--- config.mk ---
export PLATFORM = sky130hd
export DESIGN_NAME = mips_multicycle_ctrl
export DESIGN_NICKNAME = d
export VERILOG_FILES = /design/src/rtl/signal_def_pkg.sv /design/src/rtl/perf_counters.sv /design/src/rtl/mips_multicycle_ctrl.sv
export SDC_FILE = /design/constraint.sdc
export NUM_CORES = 1
export LEC_CHECK = 0
export ABC_AREA = 1
export BUFFER_PORTS_ARGS = -buffer_cell sky130_fd_sc_hd__buf_4
export CORE_MARGIN = 10
export CORE_UTILIZATION = 55
export CTS_BUF_LIST = sky130_fd_sc_hd__clkbuf_4
export CTS_CLUSTER_SIZE = 16
export DETAILED_ROUTE_END_ITERATION = 12
export PLACE_DENSITY = 0.8
export SLEW_MARGIN = 20
export SYNTH_ARGS = -nofsm -noshare
export SYNTH_HDL_FRONTEND = slang
export SYNTH_SLANG_ARGS = --single-unit
--- constraint.sdc ---
create_clock -name CLK -period 2.56 [get_ports CLK]
set_clock_uncertainty 0.2 [all_clocks]
set_input_delay 0.128 -clock CLK [delete_from_list [all_inputs] [get_ports CLK]]
set_output_delay 0.128 -clock CLK [all_outputs]
set_load 0.02 [all_outputs]
--- src/rtl/signal_def_pkg.sv ---
// Shared definitions for the multi-cycle MIPS control unit: state encodings,
// opcode/funct constants, ALUOp encodings and small decode helpers.
package signal_def_pkg;

  typedef enum logic [3:0] {
    S_FETCH    = 4'd0,
    S_DECODE   = 4'd1,
    S_MEM_ADDR = 4'd2,
    S_MEM_RD   = 4'd3,
    S_MEM_WB   = 4'd4,
    S_MEM_WR   = 4'd5,
    S_R_EXEC   = 4'd6,
    S_R_WB     = 4'd7,
    S_I_EXEC   = 4'd8,
    S_I_WB     = 4'd9,
    S_BRANCH   = 4'd10,
    S_JUMP     = 4'd11,
    S_JR       = 4'd12,
    S_TRAP     = 4'd13
  } state_t;

  localparam logic [5:0] OP_RTYPE = 6'h00;
  localparam logic [5:0] OP_J     = 6'h02;
  localparam logic [5:0] OP_JAL   = 6'h03;
  localparam logic [5:0] OP_BEQ   = 6'h04;
  localparam logic [5:0] OP_BNE   = 6'h05;
  localparam logic [5:0] OP_ADDIU = 6'h09;
  localparam logic [5:0] OP_ANDI  = 6'h0C;
  localparam logic [5:0] OP_ORI   = 6'h0D;
  localparam logic [5:0] OP_LUI   = 6'h0F;
  localparam logic [5:0] OP_LW    = 6'h23;
  localparam logic [5:0] OP_SW    = 6'h2B;

  localparam logic [5:0] FN_SLL  = 6'h00;
  localparam logic [5:0] FN_SRL  = 6'h02;
  localparam logic [5:0] FN_JR   = 6'h08;
  localparam logic [5:0] FN_ADDU = 6'h21;
  localparam logic [5:0] FN_SUBU = 6'h23;
  localparam logic [5:0] FN_AND  = 6'h24;
  localparam logic [5:0] FN_OR   = 6'h25;
  localparam logic [5:0] FN_SLT  = 6'h2A;

  localparam logic [4:0] ALU_ADD = 5'd0;
  localparam logic [4:0] ALU_SUB = 5'd1;
  localparam logic [4:0] ALU_AND = 5'd2;
  localparam logic [4:0] ALU_OR  = 5'd3;
  localparam logic [4:0] ALU_SLT = 5'd4;
  localparam logic [4:0] ALU_SLL = 5'd5;
  localparam logic [4:0] ALU_SRL = 5'd6;
  localparam logic [4:0] ALU_LUI = 5'd7;

  function automatic logic funct_known(input logic [5:0] funct);
    case (funct)
      FN_SLL, FN_SRL, FN_JR, FN_ADDU, FN_SUBU, FN_AND, FN_OR, FN_SLT: return 1'b1;
      default: return 1'b0;
    endcase
  endfunction

  function automatic logic [4:0] funct_alu(input logic [5:0] funct);
    case (funct)
      FN_SUBU: return ALU_SUB;
      FN_AND:  return ALU_AND;
      FN_OR:   return ALU_OR;
      FN_SLT:  return ALU_SLT;
      FN_SLL:  return ALU_SLL;
      FN_SRL:  return ALU_SRL;
      default: return ALU_ADD;
    endcase
  endfunction

  function automatic logic [4:0] opcode_alu(input logic [5:0] opcode);
    case (opcode)
      OP_ANDI: return ALU_AND;
      OP_ORI:  return ALU_OR;
      OP_LUI:  return ALU_LUI;
      default: return ALU_ADD;
    endcase
  endfunction

endpackage

--- src/rtl/perf_counters.sv ---
// Free-running cycle counter and retired-instruction counter, both wrapping.
module perf_counters #(
  parameter int CNT_W = 32
) (
  input  logic             clk,
  input  logic             rst,
  input  logic             instr_done,
  output logic [CNT_W-1:0] cycle_cnt,
  output logic [CNT_W-1:0] instr_cnt
);

  always_ff @(posedge clk) begin
    if (rst) begin
      cycle_cnt <= '0;
      instr_cnt <= '0;
    end else begin
      cycle_cnt <= cycle_cnt + CNT_W'(1);
      if (instr_done)
        instr_cnt <= instr_cnt + CNT_W'(1);
    end
  end

endmodule

--- src/rtl/mips_multicycle_ctrl.sv ---
// Multi-cycle MIPS R2000 control FSM with memory-ready handshake and perf counters.
// Define ILLEGAL_OP_TRAP_EN to trap on unknown instructions instead of treating them as NOPs.
module mips_multicycle_ctrl
  import signal_def_pkg::*;
#(
  parameter int ALUOP_W = 5,
  parameter int CNT_W   = 32
) (
  input  logic               CLK,
  input  logic               RST,
  input  logic [5:0]         OpCode,
  input  logic [5:0]         Funct,
  input  logic               ALUZero,
  input  logic               MemReady,
  output logic               PCWrite,
  output logic [1:0]         PCSrc,
  output logic               IRWrite,
  output logic               IorD,
  output logic               MemRead,
  output logic               MemWrite,
  output logic [1:0]         RegDst,
  output logic [1:0]         Mem2Reg,
  output logic               RegWrite,
  output logic               ALUSrcA,
  output logic [1:0]         ALUSrcB,
  output logic               ExtOp,
  output logic [ALUOP_W-1:0] ALUOp,
  output logic [3:0]         State,
  output logic               InstrDone,
  output logic [CNT_W-1:0]   CycleCnt,
  output logic [CNT_W-1:0]   InstrCnt
`ifdef ILLEGAL_OP_TRAP_EN
  ,
  output logic               Trap
`endif
);

  state_t state, next_state;

  logic       pc_write, ir_write, i_or_d, mem_read, mem_write, reg_write;
  logic       alu_src_a, ext_op, instr_done, illegal;
  logic [1:0] pc_src, reg_dst, mem2reg, alu_src_b;
  logic [4:0] alu_op;
  logic [CNT_W-1:0] cycle_cnt, instr_cnt;
`ifdef ILLEGAL_OP_TRAP_EN
  logic       trap;
`endif

  always_ff @(posedge CLK) begin
    if (RST)
      state <= S_FETCH;
    else
      state <= next_state;
  end

  always_comb begin
    next_state = state;
    pc_write   = 1'b0;
    pc_src     = 2'd0;
    ir_write   = 1'b0;
    i_or_d     = 1'b0;
    mem_read   = 1'b0;
    mem_write  = 1'b0;
    reg_dst    = 2'd0;
    mem2reg    = 2'd0;
    reg_write  = 1'b0;
    alu_src_a  = 1'b0;
    alu_src_b  = 2'd0;
    ext_op     = 1'b0;
    alu_op     = ALU_ADD;
    instr_done = 1'b0;
    illegal    = 1'b0;
`ifdef ILLEGAL_OP_TRAP_EN
    trap       = 1'b0;
`endif
    case (state)
      S_FETCH: begin
        mem_read  = 1'b1;
        alu_src_b = 2'd1;
        ir_write  = MemReady;
        pc_write  = MemReady;
        if (MemReady)
          next_state = S_DECODE;
      end
      S_DECODE: begin
        alu_src_b = 2'd3;
        ext_op    = 1'b1;
        case (OpCode)
          OP_LW, OP_SW: next_state = S_MEM_ADDR;
          OP_RTYPE: begin
            if (Funct == FN_JR)
              next_state = S_JR;
            else if (funct_known(Funct))
              next_state = S_R_EXEC;
            else
              illegal = 1'b1;
          end
          OP_ADDIU, OP_ANDI, OP_ORI, OP_LUI: next_state = S_I_EXEC;
          OP_BEQ, OP_BNE: next_state = S_BRANCH;
          OP_J, OP_JAL:   next_state = S_JUMP;
          default: illegal = 1'b1;
        endcase
        // PC+4 is already committed, so an unknown instruction either parks or retires as a NOP
        if (illegal) begin
`ifdef ILLEGAL_OP_TRAP_EN
          next_state = S_TRAP;
`else
          next_state = S_FETCH;
          instr_done = 1'b1;
`endif
        end
      end
      S_MEM_ADDR: begin
        alu_src_a  = 1'b1;
        alu_src_b  = 2'd2;
        ext_op     = 1'b1;
        next_state = (OpCode == OP_SW) ? S_MEM_WR : S_MEM_RD;
      end
      S_MEM_RD: begin
        mem_read = 1'b1;
        i_or_d   = 1'b1;
        if (MemReady)
          next_state = S_MEM_WB;
      end
      S_MEM_WB: begin
        mem2reg    = 2'd1;
        reg_write  = 1'b1;
        instr_done = 1'b1;
        next_state = S_FETCH;
      end
      S_MEM_WR: begin
        mem_write = 1'b1;
        i_or_d    = 1'b1;
        if (MemReady) begin
          instr_done = 1'b1;
          next_state = S_FETCH;
        end
      end
      S_R_EXEC: begin
        alu_src_a  = 1'b1;
        alu_op     = funct_alu(Funct);
        next_state = S_R_WB;
      end
      S_R_WB: begin
        reg_dst    = 2'd1;
        reg_write  = 1'b1;
        instr_done = 1'b1;
        next_state = S_FETCH;
      end
      S_I_EXEC: begin
        alu_src_a  = 1'b1;
        alu_src_b  = 2'd2;
        ext_op     = (OpCode == OP_ADDIU);
        alu_op     = opcode_alu(OpCode);
        next_state = S_I_WB;
      end
      S_I_WB: begin
        reg_write  = 1'b1;
        instr_done = 1'b1;
        next_state = S_FETCH;
      end
      S_BRANCH: begin
        alu_src_a  = 1'b1;
        alu_op     = ALU_SUB;
        pc_src     = 2'd1;
        pc_write   = (OpCode == OP_BNE) ? ~ALUZero : ALUZero;
        instr_done = 1'b1;
        next_state = S_FETCH;
      end
      S_JUMP: begin
        pc_src     = 2'd2;
        pc_write   = 1'b1;
        instr_done = 1'b1;
        if (OpCode == OP_JAL) begin
          reg_dst   = 2'd2;
          mem2reg   = 2'd2;
          reg_write = 1'b1;
        end
        next_state = S_FETCH;
      end
      S_JR: begin
        pc_src     = 2'd3;
        pc_write   = 1'b1;
        instr_done = 1'b1;
        next_state = S_FETCH;
      end
`ifdef ILLEGAL_OP_TRAP_EN
      S_TRAP: trap = 1'b1;
`endif
      default: next_state = S_FETCH;
    endcase
  end

  perf_counters #(.CNT_W(CNT_W)) u_perf (
    .clk        (CLK),
    .rst        (RST),
    .instr_done (instr_done),
    .cycle_cnt  (cycle_cnt),
    .instr_cnt  (instr_cnt)
  );

  // Every output is forced low in the reset cycle, whatever state was left behind
  assign PCWrite   = ~RST & pc_write;
  assign PCSrc     = RST ? 2'd0 : pc_src;
  assign IRWrite   = ~RST & ir_write;
  assign IorD      = ~RST & i_or_d;
  assign MemRead   = ~RST & mem_read;
  assign MemWrite  = ~RST & mem_write;
  assign RegDst    = RST ? 2'd0 : reg_dst;
  assign Mem2Reg   = RST ? 2'd0 : mem2reg;
  assign RegWrite  = ~RST & reg_write;
  assign ALUSrcA   = ~RST & alu_src_a;
  assign ALUSrcB   = RST ? 2'd0 : alu_src_b;
  assign ExtOp     = ~RST & ext_op;
  assign ALUOp     = RST ? '0 : ALUOP_W'(alu_op);
  assign State     = RST ? 4'd0 : state;
  assign InstrDone = ~RST & instr_done;
  assign CycleCnt  = RST ? '0 : cycle_cnt;
  assign InstrCnt  = RST ? '0 : instr_cnt;
`ifdef ILLEGAL_OP_TRAP_EN
  assign Trap      = ~RST & trap;
`endif

endmodule

# Word level (Yosys, flattened, before mapping)
# Index checks and enable logic that the tools add are counted.
op_classes:
  add_sub_neg: 2
  eq_ne: 34
  mux: 46
  bitwise_logic: 11
  reduce_logical: 18
op_table:
  columns: ["operator", "count"]
  rows:
  - ["adder 32 x 1 -> 32 bit, second input constant", 2]
  - ["two-way mux 32 bit", 2]
  - ["== test 6 bit, second input constant", 7]
  - ["== test 6 x 4 -> 1 bit, second input constant", 5]
  - ["two-way mux 4 bit", 7]
  - ["one-hot mux 4 bit (7 select lines)", 1]
  - ["== test 4 bit, second input constant", 5]
  - ["one-hot mux 4 bit (5 select lines)", 1]
  - ["== test 6 x 2 -> 1 bit, second input constant", 3]
  - ["one-hot mux 3 bit (3 select lines)", 2]
  - ["one-hot mux 3 bit (6 select lines)", 1]
  - ["== test 4 x 3 -> 1 bit, second input constant", 4]
  - ["two-way mux 1 bit", 16]
  - ["OR reduction 2 bit", 8]
  - ["== test 6 x 3 -> 1 bit, second input constant", 2]
  - ["logical NOT 6 bit", 2]
  - ["one-hot mux 2 bit (3 select lines)", 2]
  - ["two-way mux 2 bit", 5]
  - ["OR reduction 10 bit", 1]
  - ["AND 1 bit", 9]
  - ["== test 4 x 2 -> 1 bit, second input constant", 2]
  - ["one-hot mux 2 bit (2 select lines)", 2]
  - ["OR reduction 4 bit", 2]
  - ["OR reduction 8 bit", 1]
  - ["other kinds (13)", 19]
word_totals:
  register_bits: 68
  output_inout_bits: 90
  elab_cells: 114

# Logic depth before layout (Yosys ltp)
# Gate-level depths: netlist of run 1.
logic_depth:
  word_depth: 13
  mapped_depth: 13
  ltp_nobuf: 11

# Modules after synthesis
# A second synthesis of run 1 with hierarchy kept.
hier_totals:
  cells_unflattened: 832
  hier_area_um2: 4818.4
modules_own_cells:
  columns: ["mod", "instances", "cells_per_inst", "area_each_um2", "seq_area_each_um2"]
  rows:
  - ["perf_counters", 1, 522, 3409.5, 1281.2]
  - ["mips_multicycle_ctrl", 1, 310, 1408.9, 80.1]

# Worst setup path after synthesis of run 1
# Ideal clock, no wire load.
synth_path:
  path_type: "register to register"
  startpoint: "register u_perf.cycle_cnt[0]"
  endpoint: "register u_perf.cycle_cnt[18]"
  setup_ns: 0.119
  arrival_ns: 1.543
  slack_ns: 0.698
  stages_incl_launch_ff: 9
  path_cell_list: "dfxtp_1 > ha_1 > nand2_1 > nor2_1 > nand3_1 > nor3_1 > nand3_1 > o21ai_0 > a21oi_1"
synth_via:
  elab_chain_cells: 1
synth_lines:
  columns: ["item", "line_no", "source"]
  rows:
  - ["start, declared", "perf_counters.sv:8", "output logic [CNT_W-1:0] cycle_cnt,"]
  - ["start signal, assigned", "perf_counters.sv:17", "cycle_cnt <= cycle_cnt + CNT_W'(1);"]
  - ["adder 32 x 1 -> 32 bit", "perf_counters.sv:17", null]
# Every way passes these cells.
# A chain may end at the register's enable or synchronous reset.

# Worst setup path in the final report of run 1
layout_path:
  startpoint: "register state[0]"
  endpoint: "output port InstrDone"
layout_via:
  elab_chain_cells: 4
  elab_cells_between_ends: 11
layout_lines:
  columns: ["item", "line_no", "source"]
  rows:
  - ["start, declared", "mips_multicycle_ctrl.sv:38", "state_t state, next_state;"]
  - ["start signal, assigned", "mips_multicycle_ctrl.sv:53", "state <= next_state;"]
  - ["== test 4 bit / == test 4 x 3 -> 1 bit (equally long branches)", "mips_multicycle_ctrl.sv:76", "case (state)"]
  - ["OR reduction 6 bit (no line)", null, null]
  - ["one-hot mux 1 bit (3 select lines) (*)", "mips_multicycle_ctrl.sv:76", null]
  - ["AND 1 bit (*)", "mips_multicycle_ctrl.sv:217", "assign InstrDone = ~RST & instr_done;"]
  - ["end, declared", "mips_multicycle_ctrl.sv:29", "output logic InstrDone,"]
# Mark *: on every way between the ends. The rest lies on a longest branch, timed or not.

==> flow_metrics.tcl, run 1 <==
set metrics [dict create \
    p_leak_nw 2.43 \
    fin_cells 1057 \
    first_global_vias 5142 \
    numCtsBuffers 9 \
    synth_area_leader_cell "dfxtp_1" \
    rows 34 \
    crit_buf_inv 2 \
    async_flop_share 0 \
    drt-total-wl_mm 15.2 \
    seq_area_um2 1360 \
    diodes 0 \
    critPathLaunchType "flip-flop" \
    arrival_ns 2.08 \
    multi_input_area_um2 2980 \
    postCtsSetupBuffers 0 \
    worstPathRequired_ns 2.23 \
    clk-insertion-delay-late_ns 0.42 \
    synth-simple-area-share 0.453 \
    path_clk_slew_ns 0.14 \
    clock_sinks 68 \
    crit_slowest_cell "dfxtp_1" \
    syn_inst 852 \
    max_stage_delay_ns 0.44 \
    drive_above_1_share 0.159 \
    wire_per_inst_um 14.4 \
    start_util 0.565 \
    period_minus_slack_ns 2.41 \
    grt_overflow 0 \
    worst_slack_ns 0.152 \
    yosysTopAreaCellShare 0.276 \
    dp_hpwl_mm 11.8 \
    rsz0062_at_grt "false" \
    muxShareOfSynthArea 0 \
    drtPass1Iterations 6 \
    post-route-period-util 0.941 \
    grt_pass1_wl_mm 25.0 \
    cap_violations 0 \
    ys_ff_latch 68 \
    max_freq_mhz 415 \
    crit_type "flip-flop to output pin" \
    htree_levels 3 \
    cts-root-buf "clkbuf_4" \
    yosysWarnings 0 \
    ys.flop_type "dfxtp_1" \
    setup_violations 0 \
    outcome "complete, no violations" \
    ys_types 31 \
    clk_path_buf_depth 2 \
    ys_top_cells_by_count "211 x nand2_1, 171 x nor2_1, 111 x inv_1, 78 x nand3_1, 68 x dfxtp_1" \
    io_pins 106 \
    crit_fanout 14 \
    synth_top_family_by_area "simple AND/OR/NAND/NOR gates" \
    route.detailed.drc 0 \
    power.density_cell_area_nw_per_um2 383 \
    nNetsFinal 962 \
    grt_start_max_net_pins 138 \
    yosysMostFrequentCell "nand2_1" \
    dr.first_iter.drc_count 532 \
    syn_area_um2 4930 \
    maxSlewHeadroom 0.599 \
    synth_area_leaders "dfxtp_1 28%, nand2_1 16%, nor2_1 13%" \
    final_core_util 0.673 \
    core_um2 8720 \
    ys_seq_area_frac 0.276 \
    synth_compound_area_frac 0.103 \
    track_usage 0.227 \
    synth-edff-count 0 \
    setup_tns_ns 0 \
    vias 5649 \
    vias_per_cell 5.34 \
    port_buffers 103 \
    die_w_um 115 \
    place_ws_ns 0.367 \
    fillCellCount 845 \
    cp_common_cell "buf_4" \
    grt_antenna_before_repair 0 \
    ant_nets 0 \
    gp_congestion 0.942 \
    synth_fa_ha_area_frac 0.00507 \
    hold_class "input pin to flip-flop" \
    synthXorXnorAreaFrac 0.0409 \
    vdd_ir_drop_max_mv 0.317 \
    cp_cell_sequence "nand2_1 -> nor3_1 -> nor2_4 -> nand2_2 -> nor3_4 -> buf_4 -> a21oi_1 -> buf_4" \
    area_growth_pct 19.0 \
    dieArea_um2 13200 \
    hold_viol 0 \
    slew_violations 0 \
    cts_tree "yes" \
    avgSynthCellArea_um2 5.79 \
    dp_cells 1040 \
    die_h_um 115 \
    end_kind "output pin" \
    tightest_slew_ns 0.601 \
    path_delay_family "simple AND/OR/NAND/NOR gates" \
]
## what timing repair did
action / in CTS / in global routing
hold buffers: 1 / 0
setup endpoints to repair: 0 / 1
hold endpoints to repair: 3 / 0
resized for setup: 0 / 1
## through the flow
stage          instance area, um^2  total power, mW  hold WS (ns)
3_3_place_gp                  5710             1.51         0.248
2_1_floorplan                 4930             1.42         0.116
6_report                      5870             2.25        0.0364
4_1_cts                       5860             2.25        0.0250
3_5_place_dp                  5710             1.52         0.256
5_1_grt                       5870             2.35        0.0496
## layout by cell type, fill, tap and decap left out, types with 3 or more instances in the layout
| master | netlist | final |
|---|---|---|
| nor2_2 | 5 | 6 |
| buf_4 | 6 | 106 |
| nand2_2 | 3 | 3 |
| nand4_1 | 7 | 7 |
| xor2_1 | 23 | 23 |
| nand3_1 | 78 | 78 |
| nor2_1 | 171 | 170 |
| nor3_1 | 28 | 28 |
| inv_1 | 111 | 111 |
| a21oi_2 | 4 | 4 |
| dfxtp_1 | 68 | 68 |
| nor4_1 | 4 | 4 |
| clkbuf_4 | 0 | 9 |
| o21ai_0 | 19 | 19 |
| nand3_2 | 6 | 6 |
| a21oi_1 | 67 | 67 |
| nand2_1 | 211 | 211 |
## sequential cells by signal, summed over array words and instances, names as in the netlist
| register | cells |
|---|---|
| u_perf.cycle_cnt | 32 |
| u_perf.instr_cnt | 32 |
| state | 4 |
## layout make-up
| class | count | area share |
|---|---|---|
| multi-input cells | 644 | 0.508 |
| flip-flops and latches | 68 | 0.232 |
| repair buffers | 108 | 0.141 |
| inverters | 113 | 0.0723 |
| well taps | 108 | 0.0230 |
| clock inverters | 7 | 0.0126 |
| clock buffers | 9 | 0.0115 |
## worst paths after layout
check,startpoint,endpoint,slack (ns),depth (start not counted)
setup / recovery,state[0],InstrDone,0.15,8
hold / removal,RST,u_perf.cycle_cnt[9],0.04,4
setup reg to reg,u_perf.cycle_cnt[0],u_perf.cycle_cnt[18],0.33,8
hold reg to reg,u_perf.cycle_cnt[31],u_perf.cycle_cnt[31],0.27,2
## kinds of logic after synthesis
| family | count (synthesis) |
|---|---|
| simple gates | 521 |
| buf+inv | 141 |
| compound gates | 96 |
| flops | 68 |
| xor+xnor | 23 |
| fa+ha+maj | 2 |
| other cells | 1 |
## report_power, final
| part | internal, mW | leakage (nW) | switching [mW] |
|---|---|---|---|
| clock network | 0.303 | 0.0783 | 0.445 |
| registers | 1.07 | 0.549 | 0.0187 |
| logic | 0.119 | 1.81 | 0.288 |
| total | 1.50 | 2.43 | 0.752 |
## worst register-to-register path, cell delays in order, from the launching register on
cell and delay, ns:
dfxtp_1 0.43, ha_1 0.19, nand2_1 0.07, nor2_1 0.29, nand3_1 0.21, nor3_1 0.29
nand3_1 0.16, o21ai_0 0.24, a21oi_1 0.07
## per-layer routing
metal / share of wire / track usage / up-vias
li1: - / - / 2860
met1: 0.43 / 0.302 / 2560
met2: 0.47 / 0.366 / 207
met3: 0.079 / 0.0435 / 22
met4: 0.013 / 0.0560 / 0
met5: 0 / 0 / -
(Power assumes the default switching activity.)
==> inputs of run 2 (changes only) <==
--- a/config.mk
+++ b/config.mk
@@ -12,7 +12,7 @@
 export CTS_BUF_LIST = sky130_fd_sc_hd__clkbuf_4
 export CTS_CLUSTER_SIZE = 16
 export DETAILED_ROUTE_END_ITERATION = 12
-export PLACE_DENSITY = 0.8
+export PLACE_DENSITY = 0.79
 export SLEW_MARGIN = 20
 export SYNTH_ARGS = -nofsm -noshare
 export SYNTH_HDL_FRONTEND = slang
==> flow_metrics.tcl, run 2 (synthesis results as in run 1) <==
set metrics [dict create \
    area_growth_pct 20.5 \
    vdd_ir_drop_max_mv 0.274 \
    crit_type "input pin to output pin" \
    gp_congestion 1.03 \
    route.detailed.drc 0 \
    largestRegisters "u_perf.cycle_cnt (32), u_perf.instr_cnt (32), state (4)" \
    clk-insertion-delay-late_ns 0.42 \
    pwr-share-seq 0.462 \
    start_util 0.565 \
    p_clk_frac 0.358 \
    vias 5692 \
    drtPass1Iterations 6 \
    drt-total-wl_mm 15.3 \
    grt_start_max_net_pins 138 \
    power.density_cell_area_nw_per_um2 397 \
    diodes 0 \
    rows 34 \
    max_freq_mhz 426 \
    die_w_um 115 \
    worstPathRequired_ns 2.23 \
    htree_levels 3 \
    hold_class "input pin to flip-flop" \
    dpl_cell_area_um2 5740 \
    first_global_vias 5381 \
    dieArea_um2 13200 \
    dp_hpwl_mm 11.9 \
    power_switching_share 0.321 \
    p_sw_uw 757 \
    rsz0062_at_grt "false" \
    outcome "complete, no violations" \
    vias_per_cell 5.35 \
    nNetsFinal 968 \
    clk_path_buf_depth 2 \
    port_buffers 103 \
    end_kind "output pin" \
    fin_area_um2 5940 \
    cap_violations 0 \
    setup_tns_ns 0 \
    post-route-period-util 0.916 \
    period_minus_slack_ns 2.35 \
    grt_overflow 0 \
    core_um2 8720 \
    critPathLaunchType "input pin" \
    die_h_um 115 \
    clock_sinks 68 \
    arrival_ns 2.02 \
    postCtsSetupBuffers 0 \
    numCtsBuffers 9 \
    tightest_slew_ns 0.590 \
    grt_antenna_before_repair 0 \
    setup_violations 0 \
    p_int_mw 1.60 \
    maxSlewHeadroom 0.607 \
    dr.first_iter.drc_count 526 \
    wire_per_inst_um 14.4 \
    crit_fanout 15 \
    final_cell_mix "211 x nand2_1, 171 x nor2_1, 111 x inv_1" \
    slew_violations 0 \
    track_usage 0.229 \
    drive_above_1_share 0.161 \
    cts-root-buf "clkbuf_4" \
    grt_pass1_wl_mm 25.5 \
    whs_path_depth 6 \
    path_clk_slew_ns 0.12 \
    reg2reg_depth 6 \
    cts_tree "yes" \
    layout_commonest_cell "nand2_1" \
    hold_viol 0 \
    p_comb_frac 0.181 \
    ant_nets 0 \
    p_leak_nw 2.48 \
    io_pins 106 \
]
-- run 2: cell count changes in the layout (fill, tap and decap cells not counted) --
cell and delta:
clkinv_4 +1, clkinv_1 -1, dlygate4sd3_1 +3, nor2_2 -1, nor2_1 +1, buf_4 +3, bufinv_16 +1, inv_6 -1
-- run 2: final timing paths --
path	endpoint	startpoint	slack [ns]
min reg2reg	u_perf.cycle_cnt[31]	u_perf.cycle_cnt[31]	0.26
min	state[3]	OpCode[3]	0.03
max reg2reg	state[1]	state[3]	0.37
max	InstrDone	OpCode[4]	0.21
-- run 2: worst max-delay path: stages --
cell and delay, ns:
dlygate4sd3_1 0.55, buf_4 0.16, nor2_4 0.16, nand3_1 0.17, nor2_1 0.13, nand2_1 0.09
nand2_1 0.11, nand2_4 0.15, a21oi_1 0.19, buf_4 0.17
-- run 2: final cells by class --
cell class / instances / area, um^2
repair buffers: 114 / 878
well taps: 108 / 135
fillers: 846 / 2780
inverters: 113 / 424
clock inverters: 7 / 100
clock buffers: 9 / 67.6
multi-input cells: 644 / 2980
flip-flops and latches: 68 / 1360
-- run 2: timing repair --
action,4_1_cts,5_1_grt
resized for setup,0,0
hold buffers,4,0
setup endpoints to repair,0,0
endpoints found under the hold margin,4,0
-- run 2: per-stage QoR --
| step | hold WS (ns) | setup WS (ns) | utilization | total power [mW] | cells |
|---|---|---|---|---|---|
| 6_report | 0.0328 | 0.215 | 0.681 | 2.36 | 1063 |
| 5_1_grt | 0.0657 | 0.0460 | 0.681 | 2.46 | 1063 |
| 4_1_cts | 0.00220 | 0.210 | 0.681 | 2.36 | 1063 |
| 3_5_place_dp | 0.256 | 0.451 | 0.658 | 1.53 | 1043 |
| 3_3_place_gp | 0.247 | 0.543 | 0.658 | 1.52 | 1043 |
| 2_1_floorplan | 0.116 | 0.698 | - | 1.42 | 853 |
-- run 2: power groups by stage --
stage | combinational (mW) | clock (mW) | sequential (mW)
after detailed placement | 0.415 | 0 | 1.11
after global placement | 0.410 | 0 | 1.11
after CTS | 0.421 | 0.853 | 1.09
final | 0.426 | 0.845 | 1.09
after global routing | 0.465 | 0.900 | 1.09
after floorplan | 0.311 | 0 | 1.11
-- run 2: metal layers --
layer	up-vias	track usage	part of all wire
met3	22	0.0618	0.067
met1	2614	0.288	0.44
met2	174	0.381	0.48
met5	-	0	0
li1	2882	-	-
met4	0	0.0535	0.013
==> inputs of run 3 (changes only) <==
--- a/config.mk
+++ b/config.mk
@@ -6,13 +6,13 @@
 export NUM_CORES = 1
 export LEC_CHECK = 0
 export ABC_AREA = 1
-export BUFFER_PORTS_ARGS = -buffer_cell sky130_fd_sc_hd__buf_4
 export CORE_MARGIN = 10
 export CORE_UTILIZATION = 55
 export CTS_BUF_LIST = sky130_fd_sc_hd__clkbuf_4
 export CTS_CLUSTER_SIZE = 16
 export DETAILED_ROUTE_END_ITERATION = 12
-export PLACE_DENSITY = 0.79
+export DONT_BUFFER_PORTS = 1
+export PLACE_DENSITY = 0.77
 export SLEW_MARGIN = 20
 export SYNTH_ARGS = -nofsm -noshare
 export SYNTH_HDL_FRONTEND = slang
==> flow_metrics.tcl, run 3 (synthesis results as in run 1) <==
set metrics [dict create \
    outcome "complete, no violations" \
    cap_violations 0 \
    worst_slack_ns 0.145 \
    gp_congestion 0.959 \
    postCtsSetupBuffers 0 \
    die_h_um 115 \
    drtPass1Iterations 5 \
    use_met1 0.279 \
    reg2reg_to "u_perf.cycle_cnt[12]" \
    dp_hpwl_mm 11.0 \
    port_buffers 0 \
    grtUsageMet3 0.0529 \
    vias 5464 \
    cp_common_cell "nand2_1" \
    final_cell_mix "211 x nand2_1, 170 x nor2_1, 110 x inv_1" \
    timing.rr.start "u_perf.cycle_cnt[0]" \
    max_freq_mhz 414 \
    dpl_cell_area_um2 4940 \
    diodes 0 \
    crit_slowest_cell "dfxtp_1" \
    first_global_vias 5014 \
    crit_type "flip-flop to output pin" \
    start_util 0.565 \
    hp-start "OpCode[1]" \
    cts_tree "yes" \
    pwr-share-seq 0.459 \
    crit_fanout 5 \
    die_w_um 115 \
    period_minus_slack_ns 2.41 \
    maxSlewHeadroom 0.479 \
    end_kind "output pin" \
    p_leak_nw 1.97 \
    vias_per_cell 5.64 \
    vdd_ir_drop_max_mv 0.382 \
    numCtsBuffers 9 \
    grt_start_max_net_pins 81 \
    p_sw_uw 712 \
    path_clk_slew_ns 0.11 \
    fin_area_um2 5310 \
    rrSetupSlack_ns 0.21 \
    arrival_ns 2.09 \
    path_delay_family "simple AND/OR/NAND/NOR gates" \
    hold_class "input pin to flip-flop" \
    reg2reg_depth 9 \
    wire_per_inst_um 15.4 \
    cp_num_cells 8 \
    nNetsFinal 874 \
    setup_violations 0 \
    area_growth_pct 7.64 \
    p_comb_frac 0.148 \
    post-route-period-util 0.943 \
    io_pins 106 \
    track_usage 0.220 \
    grt_pass1_wl_mm 24.2 \
    clock_sinks 68 \
    hold_viol 0 \
    dieArea_um2 13200 \
    fillCellCount 869 \
    rows 34 \
    core_um2 8720 \
    clk-insertion-delay-late_ns 0.43 \
    power.density_cell_area_nw_per_um2 448 \
    clk_path_buf_depth 2 \
    cts-root-buf "clkbuf_4" \
    power_switching_share 0.299 \
    grt.busiest_layer "met2" \
    whs_path_depth 8 \
    tightest_slew_ns 0.774 \
    slew_violations 0 \
    htree_levels 3 \
    ant_nets 0 \
    setup_tns_ns 0 \
    worstPathRequired_ns 2.23 \
    layout_commonest_cell "nand2_1" \
    min_to "state[1]" \
    dr.first_iter.drc_count 491 \
    route.detailed.drc 0 \
    grt_antenna_before_repair 0 \
    grt_overflow 0 \
    crit_buf_inv 2 \
    p_int_mw 1.67 \
    place_ws_ns 0.411 \
    critPathLaunchType "flip-flop" \
    largestRegisters "u_perf.cycle_cnt (32), u_perf.instr_cnt (32), state (4)" \
    max_stage_delay_ns 0.42 \
    drive_above_1_share 0.0627 \
    drt-total-wl_mm 14.9 \
    cp_cell_sequence "inv_1 -> nor2_1 -> nand2_1 -> inv_1 -> nor2_1 -> nand2_1 -> nand2_1 -> a21oi_1" \
    met2_usage 0.355 \
    p_clk_frac 0.393 \
]
-- run 3: how the worst max path moves through the flow --
stage / startpoint / to / slack (ns)
2_1_floorplan: u_perf.cycle_cnt[0] / u_perf.cycle_cnt[18] / 0.70
3_3_place_gp: u_perf.instr_cnt[0] / u_perf.instr_cnt[30] / 0.52
3_5_place_dp: state[0] / u_perf.instr_cnt[7] / 0.41
4_1_cts: u_perf.cycle_cnt[0] / u_perf.cycle_cnt[12] / 0.12
5_1_grt: state[0] / ExtOp / -0.0002
6_report: state[0] / ExtOp / 0.15
-- run 3: final cells by class --
cell class,instances,area [um^2],area share
tap,108,135,0.0255
timing repair buffer,20,203,0.0382
multi-input combinational,644,2990,0.564
clock inverter,6,113,0.0212
inverter,113,428,0.0806
clock buffer,10,75.1,0.0141
sequential,68,1360,0.256
-- run 3: timing repair --
action                     4_1_cts  5_1_grt
setup endpoints to repair        0        4
hold buffers                    14        0
resized for setup                0        4
hold endpoints to repair        68        0
-- run 3: per-layer routing --
layer | routed length [um] | part of all wire | vias up
met3 | 1580 | 0.11 | 35
met4 | 304 | 0.020 | 0
li1 | - | - | 2692
met1 | 6040 | 0.40 | 2468
met5 | 0 | 0 | -
met2 | 7020 | 0.47 | 269
-- run 3: worst min-delay path: cells and delay by family --
family           cells  cell delay (ns)
AND/OR/NAND/NOR      6             0.41
AO/OA/AOI/OAI        2             0.13
-- run 3: power groups by stage --
stage | clock [mW] | combinational [mW] | sequential (mW)
2_1_floorplan | 0 | 0.311 | 1.11
5_1_grt | 0.977 | 0.380 | 1.10
6_report | 0.933 | 0.352 | 1.09
3_3_place_gp | 0 | 0.296 | 1.11
4_1_cts | 0.944 | 0.336 | 1.09
3_5_place_dp | 0 | 0.302 | 1.12
-- run 3: stage by stage --
stage	hold slack [ns]	total power [mW]	std cells	util
2_1_floorplan	0.116	1.42	853	-
3_3_place_gp	0.0108	1.41	939	0.567
3_5_place_dp	0.00971	1.42	939	0.567
4_1_cts	0.0823	2.37	969	0.606
5_1_grt	0.152	2.45	969	0.609
6_report	0.101	2.38	969	0.609
